--- src/rtl/td4_exec_core_if.sv ---
// Bundle between td4_exec_core and its bench-side ROM/board model.
// The master drives control, switches and ROM data. The slave (core) drives the ROM address and status.
interface td4_exec_core_if #(
  parameter int CNT_W = 8
);
  logic             run_en;
  logic             step;
  logic [3:0]       in_port;
  logic [3:0]       opecode;
  logic [3:0]       imm;
  logic [3:0]       addr;
  logic [3:0]       out_port;
  logic             carry;
  logic [CNT_W-1:0] retired;

  modport master (
    output run_en, step, in_port, opecode, imm,
    input  addr, out_port, carry, retired
  );

  modport slave (
    input  run_en, step, in_port, opecode, imm,
    output addr, out_port, carry, retired
  );
endinterface

--- src/rtl/td4_exec_core.sv ---
// TD4-style 4-bit execution core: one instruction per enabled clock, fetched combinationally from ROM.
// Adds run/single-step gating and a wrapping retired-instruction counter.
module td4_exec_core #(
  parameter int CNT_W = 8
) (
  input  logic            clk,
  input  logic            rst_n,
  td4_exec_core_if.slave  bus
);

  localparam logic [CNT_W-1:0] CNT_ONE = CNT_W'(1);

  logic [3:0]       a_q, a_d;
  logic [3:0]       b_q, b_d;
  logic [3:0]       pc_q, pc_d;
  logic [3:0]       out_q, out_d;
  logic             c_q, c_d;
  logic [CNT_W-1:0] ret_q, ret_d;
  logic             step_q;
  logic             exe;
  logic [4:0]       sum_a, sum_b;

  assign sum_a = {1'b0, a_q} + {1'b0, bus.imm};
  assign sum_b = {1'b0, b_q} + {1'b0, bus.imm};

  // A step level held high only counts once, and in run mode it adds nothing.
  assign exe = bus.run_en | (bus.step & ~step_q);

  always_comb begin
    a_d   = a_q;
    b_d   = b_q;
    pc_d  = pc_q;
    out_d = out_q;
    c_d   = c_q;
    ret_d = ret_q;
    if (exe) begin
      c_d   = 1'b0;
      pc_d  = pc_q + 4'd1;
      ret_d = ret_q + CNT_ONE;
      case (bus.opecode)
        4'b0000: begin a_d = sum_a[3:0]; c_d = sum_a[4]; end
        4'b0001: a_d = b_q;
        4'b0010: a_d = bus.in_port;
        4'b0011: a_d = bus.imm;
        4'b0100: b_d = a_q;
        4'b0101: begin b_d = sum_b[3:0]; c_d = sum_b[4]; end
        4'b0110: b_d = bus.in_port;
        4'b0111: b_d = bus.imm;
        4'b1001: out_d = b_q;
        4'b1011: out_d = bus.imm;
        4'b1110: if (!c_q) pc_d = bus.imm;
        4'b1111: pc_d = bus.imm;
        default: ;
      endcase
    end
  end

  always_ff @(posedge clk) begin
    if (!rst_n) begin
      a_q    <= 4'd0;
      b_q    <= 4'd0;
      pc_q   <= 4'd0;
      out_q  <= 4'd0;
      c_q    <= 1'b0;
      ret_q  <= '0;
      step_q <= 1'b0;
    end else begin
      a_q    <= a_d;
      b_q    <= b_d;
      pc_q   <= pc_d;
      out_q  <= out_d;
      c_q    <= c_d;
      ret_q  <= ret_d;
      step_q <= bus.step;
    end
  end

  assign bus.addr     = pc_q;
  assign bus.out_port = out_q;
  assign bus.carry    = c_q;
  assign bus.retired  = ret_q;

endmodule

--- src/flat_wrapper.sv ---
// flat-port wrapper written by rule: the top's interface ports become plain ports
module td4_exec_core_flat 
#(
  parameter int CNT_W = 8
)
  (clk, rst_n, bus_run_en, bus_step, bus_in_port, bus_opecode, bus_imm, bus_addr, bus_out_port, bus_carry, bus_retired);
  td4_exec_core_if #(.CNT_W(CNT_W)) bus_i ();
  input  logic clk;
  input  logic rst_n;
  input wire logic [$bits(bus_i.run_en)-1:0] bus_run_en;
  input wire logic [$bits(bus_i.step)-1:0] bus_step;
  input wire logic [$bits(bus_i.in_port)-1:0] bus_in_port;
  input wire logic [$bits(bus_i.opecode)-1:0] bus_opecode;
  input wire logic [$bits(bus_i.imm)-1:0] bus_imm;
  output wire logic [$bits(bus_i.addr)-1:0] bus_addr;
  output wire logic [$bits(bus_i.out_port)-1:0] bus_out_port;
  output wire logic [$bits(bus_i.carry)-1:0] bus_carry;
  output wire logic [$bits(bus_i.retired)-1:0] bus_retired;
  assign bus_i.run_en = bus_run_en;
  assign bus_i.step = bus_step;
  assign bus_i.in_port = bus_in_port;
  assign bus_i.opecode = bus_opecode;
  assign bus_i.imm = bus_imm;
  assign bus_addr = bus_i.addr;
  assign bus_out_port = bus_i.out_port;
  assign bus_carry = bus_i.carry;
  assign bus_retired = bus_i.retired;
  td4_exec_core #(.CNT_W(CNT_W)) u_core (.clk(clk), .rst_n(rst_n), .bus(bus_i));
endmodule
--- config.mk ---
export PLATFORM = sky130hd
export DESIGN_NAME = td4_exec_core_flat
export DESIGN_NICKNAME = d
export VERILOG_FILES = /design/src/rtl/td4_exec_core_if.sv /design/src/rtl/td4_exec_core.sv /design/src/flat_wrapper.sv
export SDC_FILE = /design/constraint.sdc
export NUM_CORES = 1
export LEC_CHECK = 0
export ABC_AREA = 1
export ABC_CLOCK_PERIOD_IN_PS = 3680
export CELL_PAD_IN_SITES_DETAIL_PLACEMENT = 0
export CELL_PAD_IN_SITES_GLOBAL_PLACEMENT = 1
export CORE_ASPECT_RATIO = 0.6
export CORE_UTILIZATION = 40
export CTS_BUF_LIST = sky130_fd_sc_hd__clkbuf_4 sky130_fd_sc_hd__clkbuf_8
export DETAILED_ROUTE_END_ITERATION = 6
export GPL_TIMING_DRIVEN = 0
export PLACE_DENSITY = 0.85
export SETUP_SLACK_MARGIN = 0.05
export SLEW_MARGIN = 20
export SYNTH_ARGS = -nofsm -noshare
export SYNTH_HDL_FRONTEND = slang
export SYNTH_SLANG_ARGS = --single-unit
--- constraint.sdc ---
create_clock -name clk -period 3.68 [get_ports clk]
set_input_delay 0.736 -clock clk [delete_from_list [all_inputs] [get_ports clk]]
set_output_delay 0.736 -clock clk [all_outputs]
set_load 0.03 [all_outputs]
==> metrics, run 1 <==
first-pass GRT wire length 7969 um; register area share after synthesis 0.3095; WHS Path Cells 2; setup TNS 0 ns; grt ovf 0; routed length per placed instance about 14 um; WS Path Type input port to register; Num CTS Buffers 3; Max IR drop VDD 0.0001361 V; Final Hold Viols 0; vias in the first global route 1549; Iter 0 DRT Violations 140; H-tree depth 1; Slew @ Worst Pin 0.4685 ns; HP Start u_core.bus.retired[4]$_SDFFE_PN0P_; Worst Path Arrival 2.77 ns; worst hold slack between 0.5 and 0.6 ns; clock buffer depth 2; via/cell ratio ~5.0; antenna viol nets, final 0; fin crit period between 2 and 3 ns; ant diodes 0; Mean Syn Cell Area 6.647 um2; Post-CTS Setup Bufs 0; synthesized net count 281; Worst Slack Setup Final 1.088 ns; most frequent cells in the layout nand2_1 (62), a21oi_1 (33), clkdlybuf4s50_1 (32), inv_1 (27), dfxtp_1 (26); Syn Std Cell Area ~1700 um2; CTS tree done; Clock Latency Late Sink 0.28 ns; CP startpoint bus_imm[0]; Fill cells 390; Final Skew just under 0.005 ns; fin. max-slew vios 0; synth unique cells 29; unrepaired setup endpoints after global routing false; final setup fails 0; reg-to-reg startpoint u_core.b_q[0]$_SDFFE_PN0P_; Via Count 1734; total power 672.7 uW; port buffer count 32; R2R depth 8; worst hold endpoint u_core.bus.retired[4]$_SDFFE_PN0P_; Resize count post-CTS 0; Residual DRC 0; Starting Density 0.4368; core footprint roughly 3800 um2; layout net count about 320; CTS root buf clkbuf_8; PwrDens 316.1 nW/um2; antenna violations before repair 0; Required @ worst endpoint 3.86 ns; Tcrit/Tclk final 0.7045; status completed; die area ~4500 um2; CTS Hold Bufs 0; largest net degree at the start of global routing 15; CP endpoint kind register; drt first pass iters 4; Slew HR 0.6877; Final Wtd Congestion a little under 0.9; most common cell after layout, fill and taps aside nand2_1; clock-pin slew on the worst setup and hold paths 0.09 ns; fmax 385.7 MHz; cells after synthesis about 250; Hold Path Class register to register; post-synthesis sequential element count 26; Total Routing Usage GR 0.2397; Post-Place Worst Slack 0.8261 ns; Core Rows 17; Setup crit start kind input port; chip height 52.23 um; Die W 85.71 um; Area Overhead vs Synth 26.56%; IO Pins 33; layout cell share with drive strength beyond 1 0.04844; max cap viols 0; post-DP HPWL 3818 um; final WL 4790 um; Critical R2R Capture u_core.bus.carry$_SDFFE_PN0P_; # clock sinks 26; worst reg2reg setup slack between 1.5 and 2 ns; Pleak 0.0009265 uW; maximum fanout along the worst path 5; Synth Warn # 0
-- registers in the layout, indices dropped and copies added, names as in the netlist --
| signal | flops |
|---|---|
| u_core.bus.retired | 8 |
| u_core.a_q | 4 |
| u_core.b_q | 4 |
| u_core.bus.addr | 4 |
| u_core.bus.out_port | 4 |
| u_core.bus.carry | 1 |
| u_core.step_q | 1 |
-- worst max path at each step --
stage,endpoint,cells after the start
finish,u_core.bus.carry$_SDFFE_PN0P_,9
global route,u_core.bus.carry$_SDFFE_PN0P_,9
CTS,u_core.bus.carry$_SDFFE_PN0P_,9
detailed placement,u_core.bus.carry$_SDFFE_PN0P_,9
global placement,u_core.bus.carry$_SDFFE_PN0P_,9
floorplan,u_core.b_q[2]$_SDFFE_PN0P_,7
-- logic make-up (layout without fill, tap and decap cells) --
group           Yosys count  count (layout)  share of synthesized area
simple gates            117             117                     0.3021
compound gates           62              62                     0.1972
buf+inv                  32              68                    0.07217
flops                    26              26                     0.3095
fa+ha+maj                12              12                    0.09822
xor+xnor                  4               4                    0.02084
-- through the flow --
step	utilization	cells	instance area, um2
6_report	0.5528	346	2128
5_1_grt	0.5528	346	2128
4_1_cts	0.5528	346	2128
3_5_place_dp	0.5385	342	2073
3_3_place_gp	0.5385	342	2073
2_1_floorplan	-	253	1682
-- metal layers --
metal,routed length (um),global-route usage
met5,0,0
met4,24,0.04167
met3,339,0.06929
met2,1688,0.3067
met1,2737,0.3822
-- cell type report --
class | instances | area [um2] | share of cell area
buffer | 2 | 8.758 | 0.004115
tap | 57 | 71.32 | 0.03351
inverter | 30 | 112.6 | 0.05291
clock buffer | 4 | 55.05 | 0.02587
timing repair buffer | 32 | 320.3 | 0.1505
multi-input combinational | 195 | 1040 | 0.4885
sequential | 26 | 520.5 | 0.2446
-- critical path, cell delays in order --
cell	delay, ns
clkdlybuf4s50_1	0.55
ha_1	0.31
fa_1	0.38
nand2_1	0.10
a21oi_1	0.06
o21ai_0	0.34
nand2_1	0.10
o21bai_1	0.14
inv_1	0.05
-- cells in the mapped netlist --
cell type  count  area share
a21oi_1       33       0.098
a21oi_2        1      0.0052
a31oi_1        1      0.0037
a41oi_1        1      0.0052
and3_1         1      0.0037
buf_2          1      0.0030
clkbuf_1       1      0.0022
clkinv_1       1      0.0022
dfxtp_1       26        0.31
fa_1           2       0.024
ha_1          10       0.074
inv_1         27       0.060
inv_2          2      0.0045
nand2_1       62        0.14
nand2_2        1      0.0037
nand3_1       20       0.060
nand4_1        5       0.019
nor2_1        20       0.045
nor2_2         2      0.0074
nor2_4         2       0.013
nor3_1         3      0.0089
o211ai_1       3       0.013
o21a_1         1      0.0045
o21ai_0       19       0.057
o21ai_1        2      0.0060
o21bai_1       1      0.0045
or2_2          1      0.0037
xnor2_1        2       0.010
xor2_1         2       0.010
-- report_power, final --
group | switching (uW) | total (uW) | leakage, uW | internal, uW
logic | 102 | 170 | 0.000685 | 68.3
clock network | 94.6 | 190 | 0.0000288 | 95.9
registers | 15.2 | 312 | 0.000213 | 297
total | 212 | 673 | 0.000926 | 461
(Power assumes the default switching activity.)
==> run 2, diff against run 1 <==
ABC_CLOCK_PERIOD_IN_PS = 2500   (was 3680)
CORE_UTILIZATION = 37   (was 40)
PLACE_DENSITY = 0.79   (was 0.85)
clock period = 2.5 ns   (was 3.68 ns; I/O delays follow)
==> run 2 against run 1 <==
  * Worst setup slack worse by 0.88 ns
  * Wire length grew 2.2%
  * Sequential share of layout area increased by 0.12 points
  * Via count up 2.2%
  * Critical path type unchanged
  * Critical endpoint unchanged
==> metrics, run 2 (synthesis gave the netlist of run 1 again) <==
status completed (unchanged); drt first pass iters 4 (unchanged); chip height 54.22 um (was 52.23 um); PwrDens 446.1 nW/um2 (was 316.1 nW/um2); CTS tree done (unchanged); Starting Density 0.3972 (was 0.4368); # clock sinks 26 (unchanged); layout cell share with drive strength beyond 1 0.04514 (was 0.04844); final setup fails 0 (unchanged); antenna viol nets, final 0 (unchanged); Internal 645.0 uW (was 460.8 uW); flip-flop count of the largest register after layout 8 (unchanged); H-tree depth 1 (unchanged); port buffer count 32 (unchanged); layout net count 318 (unchanged); setup TNS 0 ns (unchanged); fin. max-slew vios 0 (unchanged); post-route cell area 2118 um2 (was 2128 um2); routed length per placed instance 14.07 um (was 13.84 um); Post-CTS Setup Bufs 0 (unchanged); maximum fanout along the worst path 5 (unchanged); Final Wtd Congestion 0.9119 (was 0.8941); Setup crit start kind input port (unchanged); ant diodes 0 (unchanged); Comb power frac 0.266 (was 0.253); Core Rows 18 (was 17); switching power 300.0 uW (was 212.0 uW); CP endpoint kind register (unchanged); final WL 4896 um (was 4790 um); DP Area 2077 um2 (was 2073 um2); Clock Latency Late Sink 0.27 ns (was 0.28 ns); Worst Path Arrival 2.46 ns (was 2.77 ns); CTS Hold Bufs 0 (unchanged); part of the power in registers 0.485 (was 0.464); Hold Path Class register to register (unchanged); Die W 89.04 um (was 85.71 um); Num CTS Buffers 3 (unchanged); largest net degree at the start of global routing 14 (was 15); clock-pin slew on the worst setup and hold paths 0.09 ns (about the same); post-DP HPWL 3961 um (was 3818 um); antenna violations before repair 0 (unchanged); Tcrit/Tclk final 0.9177; Iter 0 DRT Violations 137 (was 140); max cap viols 0 (unchanged); Pleak 0.0009193 uW (was 0.0009265 uW); Max IR drop VDD 0.0002705 V (was 0.0001361 V); core footprint 4234 um2 (was 3850 um2); Final Hold Viols 0 (unchanged); first-pass GRT wire length 7831 um (was 7969 um); Slew HR 0.6891 (was 0.6877); Resize count post-CTS 0 (unchanged); most common cell after layout, fill and taps aside nand2_1 (unchanged); most frequent cells in the layout nand2_1 (62), a21oi_1 (33), clkdlybuf4s50_1 (32), inv_1 (27), dfxtp_1 (26) (unchanged); Slew @ Worst Pin 0.4628 ns (was 0.4685 ns); IO Pins 33 (unchanged); vias in the first global route 1512 (was 1549); Area Overhead vs Synth 25.97% (was 26.56%); fmax 435.9 MHz; fin crit period 2.294 ns; via/cell ratio 5.095 (was 5.012); Required @ worst endpoint 2.67 ns (was 3.86 ns); Via Count 1773 (was 1734); worst reg2reg setup slack 0.71 ns (was 1.83 ns); unrepaired setup endpoints after global routing false (unchanged); Residual DRC 0 (unchanged); Final Skew 0.001615 ns (was 0.004974 ns); clock buffer depth 2 (unchanged); clock share of power 0.249 (was 0.283); WS Path Type input port to register (unchanged); Sw Share 0.3175 (was 0.3151); grt ovf 0 (unchanged); CTS root buf clkbuf_8 (unchanged); Total Routing Usage GR 0.2233 (was 0.2397); die area 4827 um2 (was 4476 um2)
run 2: cell types whose count changed in the layout (fill, tap and decap cells not counted):
cell      change
clkbuf_8      -1
run 2: final timing paths:
check / start / to / depth (start not counted)
worst max-delay path: bus_imm[0] / u_core.bus.carry$_SDFFE_PN0P_ / 9
worst min-delay path: u_core.bus.retired[4]$_SDFFE_PN0P_ / u_core.bus.retired[4]$_SDFFE_PN0P_ / 2
worst max register to register: u_core.b_q[0]$_SDFFE_PN0P_ / u_core.bus.carry$_SDFFE_PN0P_ / 8
worst min register to register: u_core.bus.retired[4]$_SDFFE_PN0P_ / u_core.bus.retired[4]$_SDFFE_PN0P_ / 2
run 2: layout make-up:
cell class / instances / area, um2
Fill cell: 464 / 2116
Clock buffer: 3 / 41.29
Sequential cell: 26 / 520.5
Buffer: 2 / 8.758
Multi-Input combinational cell: 195 / 1040
Inverter: 30 / 112.6
Tap cell: 60 / 75.07
Timing Repair Buffer: 32 / 320.3
run 2: routing by layer:
layer,part of all wire,global-route usage
met1,0.56,0.3712
met2,0.35,0.2923
met3,0.081,0.04223
met4,0.0029,0.02381
met5,0,0
run 2: worst max-delay path, stage by stage:
cell and delay, ns:
clkdlybuf4s50_1 0.54, ha_1 0.30, fa_1 0.38, nand2_1 0.10
a21oi_1 0.06, o21ai_0 0.30, nand2_1 0.11, o21bai_1 0.13
inv_1 0.05
run 2: metrics by stage:
step	instances	hold slack [ns]	util	setup WS [ns]	power [uW]
floorplan	253	0.4618	-	0.8028	614.9
global route	348	0.5309	0.5003	0.05597	998.3
detailed placement	345	0.4870	0.4905	-0.06507	718.5
global placement	345	0.4877	0.4905	-0.09230	717.7
finish	348	0.5082	0.5003	0.2058	945.0
CTS	348	0.5051	0.5003	0.2115	948.1
run 2: power by group through the flow:
stage	sequential (uW)	combinational, uW	clock (uW)
2_1_floorplan	491	124	0
3_3_place_gp	468	250	0
3_5_place_dp	468	251	0
4_1_cts	458	252	238
5_1_grt	462	286	251
6_report	458	251	235
